--- src/rtl/conv_sequencer.sv ---
// rtl/conv_sequencer.sv - convolution sequencer and MAC engine; optional macro CONV_SATURATE_EN
module conv_sequencer #(
  parameter int DATA_W = 32,
  parameter int AY_W   = 5,
  parameter int AX_W   = 5,
  parameter int AZ_W   = 6
) (
  input  logic              clk,
  input  logic              rst_a,
  input  logic              en_s,
  input  logic              start,
  input  logic [AY_W:0]     size_y,
  input  logic [AX_W:0]     size_x,
  output logic [AY_W-1:0]   y_addr,
  input  logic [DATA_W-1:0] y_data,
  output logic [AX_W-1:0]   x_addr,
  input  logic [DATA_W-1:0] x_data,
  output logic [AZ_W-1:0]   z_addr,
  output logic [DATA_W-1:0] z_data,
  output logic              z_we,
  output logic              busy,
  output logic              done
);

  localparam int SY_MAX = 1 << AY_W;
  localparam int SX_MAX = 1 << AX_W;
  // wide enough to hold SY+SX without overflow
  localparam int SUM_W  = ((AY_W > AX_W) ? AY_W : AX_W) + 2;

  // S_SKIP is the single bookkeeping cycle an empty run spends before FINISH
  typedef enum logic [2:0] {
    S_IDLE   = 3'd0,
    S_MAC    = 3'd1,
    S_DRAIN  = 3'd2,
    S_WRITE  = 3'd3,
    S_FINISH = 3'd4,
    S_SKIP   = 3'd5
  } state_t;

  state_t state_q, state_d;

  logic [AY_W:0]     sy_q;
  logic [AX_W:0]     sx_q;
  logic [AZ_W-1:0]   i_q;
  logic [AX_W-1:0]   k_q;
  logic [DATA_W-1:0] acc_q;
  logic              tv_q;
  logic [AX_W-1:0]   x_hold_q;
  logic [AY_W-1:0]   y_hold_q;

  logic [AY_W:0]     sy_in;
  logic [AX_W:0]     sx_in;
  logic              size_zero;
  logic              last_k;
  logic              last_i;
  logic [AZ_W-1:0]   y_idx;
  logic              tv;
  logic              mac_live;
  logic [DATA_W-1:0] acc_sum;

  // oversize requests are clamped to the memory depth
  assign sy_in     = (size_y > (AY_W+1)'(SY_MAX)) ? (AY_W+1)'(SY_MAX) : size_y;
  assign sx_in     = (size_x > (AX_W+1)'(SX_MAX)) ? (AX_W+1)'(SX_MAX) : size_x;
  assign size_zero = (sy_in == '0) || (sx_in == '0);

  assign last_k = ({1'b0, k_q} == (sx_q - (AX_W+1)'(1)));
  assign last_i = (SUM_W'(i_q) == (SUM_W'(sy_q) + SUM_W'(sx_q) - SUM_W'(2)));

  // term i-k exists only when it lands inside the Y buffer
  assign y_idx = i_q - AZ_W'(k_q);
  assign tv    = (i_q >= AZ_W'(k_q)) && (SUM_W'(y_idx) < SUM_W'(sy_q));

  // While stalled, the previous address is re-presented so the memory keeps
  // returning the operands of the still-pending term; nothing is lost on resume.
  assign mac_live = (state_q == S_MAC) && en_s;
  assign x_addr   = mac_live ? k_q : x_hold_q;
  assign y_addr   = mac_live ? AY_W'(y_idx) : y_hold_q;

`ifdef CONV_SATURATE_EN
  logic [2*DATA_W-1:0] prod_full;
  logic [DATA_W-1:0]   prod_sat;
  logic [DATA_W:0]     sum_ext;

  assign prod_full = (2*DATA_W)'(x_data) * (2*DATA_W)'(y_data);
  assign prod_sat  = (|prod_full[2*DATA_W-1:DATA_W]) ? '1 : prod_full[DATA_W-1:0];
  assign sum_ext   = {1'b0, acc_q} + {1'b0, prod_sat};
  assign acc_sum   = sum_ext[DATA_W] ? '1 : sum_ext[DATA_W-1:0];
`else
  logic [DATA_W-1:0] prod_lo;

  assign prod_lo = x_data * y_data;
  assign acc_sum = acc_q + prod_lo;
`endif

  // state register, frozen while en_s is low
  always_ff @(posedge clk or negedge rst_a) begin
    if (!rst_a) begin
      state_q <= S_IDLE;
    end else if (en_s) begin
      state_q <= state_d;
    end
  end

  // next-state and status outputs
  always_comb begin
    state_d = state_q;
    busy    = 1'b0;
    done    = 1'b0;
    z_we    = 1'b0;
    z_addr  = i_q;
    z_data  = acc_q;
    case (state_q)
      S_IDLE: begin
        if (start) begin
          state_d = size_zero ? S_SKIP : S_MAC;
        end
      end
      S_MAC: begin
        busy = 1'b1;
        if (last_k) begin
          state_d = S_DRAIN;
        end
      end
      S_DRAIN: begin
        busy    = 1'b1;
        state_d = S_WRITE;
      end
      S_WRITE: begin
        busy    = 1'b1;
        z_we    = 1'b1;
        state_d = last_i ? S_FINISH : S_MAC;
      end
      S_SKIP: begin
        busy    = 1'b1;
        state_d = S_FINISH;
      end
      S_FINISH: begin
        busy    = 1'b1;
        done    = 1'b1;
        state_d = S_IDLE;
      end
      default: begin
        state_d = S_IDLE;
      end
    endcase
  end

  // counters, term-valid pipeline, accumulator and address hold registers
  always_ff @(posedge clk or negedge rst_a) begin
    if (!rst_a) begin
      sy_q     <= '0;
      sx_q     <= '0;
      i_q      <= '0;
      k_q      <= '0;
      acc_q    <= '0;
      tv_q     <= 1'b0;
      x_hold_q <= '0;
      y_hold_q <= '0;
    end else if (en_s) begin
      case (state_q)
        S_IDLE: begin
          if (start) begin
            sy_q  <= sy_in;
            sx_q  <= sx_in;
            i_q   <= '0;
            k_q   <= '0;
            acc_q <= '0;
            tv_q  <= 1'b0;
          end
        end
        S_MAC: begin
          tv_q     <= tv;
          x_hold_q <= k_q;
          y_hold_q <= AY_W'(y_idx);
          if (tv_q) begin
            acc_q <= acc_sum;
          end
          if (!last_k) begin
            k_q <= k_q + AX_W'(1);
          end
        end
        S_DRAIN: begin
          tv_q <= 1'b0;
          if (tv_q) begin
            acc_q <= acc_sum;
          end
        end
        S_WRITE: begin
          acc_q <= '0;
          k_q   <= '0;
          if (!last_i) begin
            i_q <= i_q + AZ_W'(1);
          end
        end
        default: begin
        end
      endcase
    end
  end

endmodule
--- config.mk ---
export PLATFORM = sky130hd
export DESIGN_NAME = conv_sequencer
export DESIGN_NICKNAME = d
export VERILOG_FILES = /design/src/rtl/conv_sequencer.sv
export SDC_FILE = /design/constraint.sdc
export NUM_CORES = 1
export LEC_CHECK = 0
export CAP_MARGIN = 20
export CORE_ASPECT_RATIO = 0.75
export CORE_UTILIZATION = 47
export DETAILED_ROUTE_END_ITERATION = 8
export PLACE_DENSITY = 0.7
export SLEW_MARGIN = 20
export SYNTH_ARGS = -nofsm -noshare
export SYNTH_HDL_FRONTEND = slang
export SYNTH_SLANG_ARGS = --single-unit
--- constraint.sdc ---
create_clock -name clk -period 7.9 [get_ports clk]
set_input_delay 1.58 -clock clk [delete_from_list [all_inputs] [get_ports clk]]
set_output_delay 1.58 -clock clk [all_outputs]
set_load 0.1 [all_outputs]
# ---- Word-level counts from Yosys, hierarchy flattened
# Index checks and enable logic that the tools add are counted.
dict set report word_totals {
  register_bits 69
  input_bits 80
  out_inout_bits 51
  word_cells 75
}
dict set report classes {
  add_sub_neg 7
  n_mul 1
  order_cmp 4
  eq_ne 12
  mux 23
  n_reduce_logical 19
}
# operator count
set ops {}
lappend ops {{one-hot mux 32 bit (3 select lines)} 1}
lappend ops {{2-to-1 mux 32 bit} 2}
lappend ops {{adder 32 bit} 1}
lappend ops {{multiplier 32 x 32 -> 32 bit} 1}
lappend ops {{2-to-1 mux 6 bit} 4}
lappend ops {{2-to-1 mux 5 bit} 4}
lappend ops {{one-hot mux 3 bit (5 select lines)} 1}
lappend ops {{one-hot mux 5 bit (3 select lines)} 1}
lappend ops {{greater-than comparator 6 bit (second input constant)} 2}
lappend ops {{zero test 6 bit} 2}
lappend ops {{2-to-1 mux 3 bit} 4}
lappend ops {{one-hot mux 6 bit (2 select lines)} 1}
lappend ops {{AND reduction 4 bit} 3}
lappend ops {{AND reduction 3 bit} 3}
lappend ops {{nonzero test 3 bit} 3}
lappend ops {{!= test 2 bit (second input constant)} 4}
lappend ops {{adder 6 x 6 -> 7 bit} 1}
lappend ops {{equality test 6 x 7 -> 1 bit} 1}
lappend ops {{subtractor 7 x 2 -> 7 bit (second input constant)} 1}
lappend ops {{adder 6 x 1 -> 6 bit (second input constant)} 1}
lappend ops {{equality test 3 x 2 -> 1 bit (second input constant)} 2}
lappend ops {{equality test 3 bit (second input constant)} 2}
lappend ops {{equality test 5 x 6 -> 1 bit} 1}
lappend ops {{>= comparator 6 x 5 -> 1 bit} 1}
lappend ops {{other kinds (15)} 19}

# ---- Longest topological paths before layout
dict set report logic_depth {
  word_depth 7
  ltp_mapped 29
  mapped_depth_nobuf 26
}

# ---- Least setup slack after synthesis
# OpenSTA, ideal clock, no wires.
dict set report synth_path {
  path_kind {input port to flip-flop}
  start {input x_data[12]}
  end {register acc_q[30], in the netlist z_data[30]}
  setup_time_ps 123
  t_arrival_ps 8143
  required_time_ps 7777
  setup_slack_ps -367
  stages 27
  n_path_buf 3
  path_cell_list {clkbuf_1 > clkbuf_1 > and2_1 > fa_1 > fa_1 > fa_1 > inv_1 > fa_1 > inv_1 > fa_1 > inv_1 > fa_1 > inv_1 > fa_1 > inv_1 > fa_1 > inv_1 > ha_1 > clkbuf_1 > o21ai_0 > nand2b_1 > nand2_1 > o21bai_2 > a221oi_4 > o221ai_2 > or3_1 > a32o_1}
}
dict set report synth_via {
  elab_chain_cells 4
}
# item line
set synth_lines {}
lappend synth_lines {{start, declared} 17} ;# input logic [DATA_W-1:0] x_data,
lappend synth_lines {{multiplier 32 x 32 -> 32 bit} 91} ;# assign prod_lo = x_data * y_data;
lappend synth_lines {{adder 32 bit} 92} ;# assign acc_sum = acc_q + prod_lo;
lappend synth_lines {{2-to-1 mux 32 bit} {175, 184}}
lappend synth_lines {{one-hot mux 32 bit (3 select lines)} 160} ;# case (state_q)
lappend synth_lines {{end signal, assigned} 176} ;# acc_q <= acc_sum;
lappend synth_lines {{end signal, assigned} 185} ;# acc_q <= acc_sum;
lappend synth_lines {{end, declared} 46} ;# logic [DATA_W-1:0] acc_q;
# Every way passes these cells. The select of a mux whose other input is x is not followed.
# A chain may end at the register's enable or synchronous reset.

# ---- Final worst setup path
# Same ends and word-level chain as after synthesis.

==> results.ini <==
[outcome]
status=completed

[synthesis]
synth.yosys.warnings=0
synthesis.nets=2916
synth_cells=2248
yosysTopAreaCellShare=0.432
syn-cell-area_um2=20400
seq_area_frac_synth=0.0846
synth-seq-cells=69
synth_common_cells=inv_1, fa_1, and2_1
synth_top_flop_cell=dfrtp_1
synthDistinctLibCells=58
synth_area_leader_cell=fa_1
synth_area_leaders=fa_1, and2_1, inv_1, ha_1, dfrtp_1
async_flop_share=1.00
synth_edf_count=0
syn_area_per_cell_um2=9.08
synth.most_common_cell=inv_1

[clock_tree]
htreeDepth=3
clk_pin_slew_ps=60
cts_buffer_depth=2
root_buffer=clkbuf_16
insertion_delay_ps=350
cts.sinks=69
cts_tree=built
cts_buffers=9

[global_route]
grt_antenna_before_repair=1
overflow=0
track_usage=0.301
grt_pass1_wl_um=101000
grt_max_degree=70
grt_pass1_vias=17713

[floorplan]
die_h_um=182
die_area_um2=44300
io_pins=131
die_w_um=243
fp.coreArea_um2=42500
rows=65
start_util=0.481

[route]
antenna_left=0
routedWlPerCell_um=20.6
vias_per_cell=5.26
drt-total-wl_um=64600
num_vias=16532
route.met2.wl_um=28400
drtPass1Iterations=5
drt_iter0_markers=1149
highest_layer=met4
wl_met1_um=26900
route.detailed.drc=0
wl_met3_um=7230

[placement]
hpwl_um=48000
pre_cts_slack_ps=-1000
gp_congestion=0.944
placement.cell_area_um2=23900
portBuffers=130

[sta]
fmax_mhz=127
slew_headroom=0.302
skew_ps=4.17
rsz0062_at_grt=yes
finalSetupViolations=0
final_hold_viol_count=0
setup_ws_ps=31.3
slew_violations=0
finalCritPeriodShare=0.996
tightest_slew_ps=1040
fin_crit_ps=7870

[finish]
num-fill-cells=3487
fin_area_um2=26100
finalNetCount=3233
syn_to_final_growth_pct=27.8
drive_gt1_frac=0.198

[flow_run]
cap_violations=0

[worst_setup_path]
end_kind=flip-flop
cp_max_fo=7
worstPathArrival_ps=8100
worstPathRequired_ps=8130
cp-start-kind=input pin
critPathKind=input pin to flip-flop

[hold_path]
hp-class=flip-flop to flip-flop

==> cell type report <==
class,instances,area (µm²),area share
Multi-Input combinational cell,1553,16900,0.650
Timing Repair Buffer,408,4420,0.169
Inverter,524,1970,0.0754
Sequential cell,69,1730,0.0662
Tap cell,569,712,0.0273
Clock buffer,11,243,0.00931
Clock inverter,5,58.8,0.00225
Antenna cell,4,10.0,0.000384
==> worst paths after layout <==
path | start | to | slack [ps] | cells after the start
worst max-delay path | x_data[12] | z_data[30] | 30 | 24
worst min-delay path | y_hold_q[2] | y_hold_q[2] | 470 | 2
worst max register to register | z_data[14] | z_data[30] | 1240 | 23
worst min register to register | y_hold_q[2] | y_hold_q[2] | 470 | 2
max in group asynchronous | rst_a | z_data[15] | 5920 | 1
min in group asynchronous | rst_a | x_hold_q[0] | 1370 | 1
==> per-stage QoR <==
step / std cells / util / hold WS (ps) / setup TNS [ps]
floorplan: 2248 / - / 466 / -115
global placement: 3036 / 0.564 / 454 / -10050
detailed placement: 3036 / 0.564 / 461 / -10970
CTS: 3130 / 0.604 / 477 / 0
global route: 3139 / 0.614 / 509 / -451
finish: 3143 / 0.614 / 475 / 0
==> flip-flops by register name, indices dropped and copies added, names as in the netlist, 3 cells and up <==
name / count
sx_q: 6
y_hold_q: 5
x_hold_q: 5
z_data: 32
z_addr: 6
sy_q: 6
state_q: 3
k_q: 5
==> routing by layer <==
| metal | up-vias | track usage |
|---|---|---|
| met2 | 743 | 0.450 |
| li1 | 7269 | - |
| met3 | 127 | 0.0941 |
| met5 | - | 0 |
| met4 | 0 | 0.0858 |
| met1 | 8393 | 0.420 |
==> placed cells by master (no fill, tap or decap), types with 5 or more instances in the layout <==
cell             instances
nand3b_1                11
ha_4                    18
nor2_1                  21
clkdlybuf4s50_1         80
xnor2_1                 77
nand3_1                  8
or3_1                    8
and2_1                 277
clkbuf_2                 5
a22o_1                  12
nand2b_1                 9
buf_16                  10
nand2_1                274
a21oi_1                 22
inv_1                  485
fa_1                   405
bufbuf_16               13
buf_2                   12
fa_2                    35
nor3_1                   8
o21bai_1                 6
inv_2                   39
xor2_1                  27
ha_1                   127
buf_12                  41
dlygate4sd2_1            8
a21o_1                  19
dfrtp_1                 69
and2_4                  43
dlymetal6s2s_1           5
o21ai_1                  5
buf_4                  200
buf_6                   23
o21ai_0                 52
clkbuf_16                9
==> kinds of logic (layout without fill, tap and decap cells) <==
family,after synthesis,in the layout,synth area share
AO/OA/AOI/OAI,169,169,0.0560
XOR/XNOR,106,106,0.0462
adder cells (fa/ha/maj),588,588,0.522
buffers and inverters,626,948,0.115
flip-flops,69,69,0.0846
multiplexers,4,4,0.00208
other,0,4,0
AND/OR/NAND/NOR,686,686,0.174
==> worst max-delay path, stage by stage <==
cell and delay (ps):
buf_2 150, buf_12 150, and2_4 140, fa_2 540, fa_2 430, fa_1 530, inv_2 40, fa_1 530
inv_1 60, fa_1 480, inv_1 50, fa_1 490, inv_2 40, fa_1 550, inv_2 60, fa_1 520
inv_2 50, ha_4 180, a2111oi_4 310, o21bai_2 140, a221oi_4 390, o221ai_2 140, or3_1 310, a32o_1 240
==> timing repair <==
item                                    CTS  global route
pin swaps                                67           104
gates cloned                             23             1
endpoints found under the hold margin     0             0
setup buffers                            55            10
endpoints found under the setup margin   15            11
hold buffers                              0             0
gates resized for setup                 214           179
Power is not shown: default switching activity piles up to over one toggle a cycle in this logic, so the estimate is an artifact.
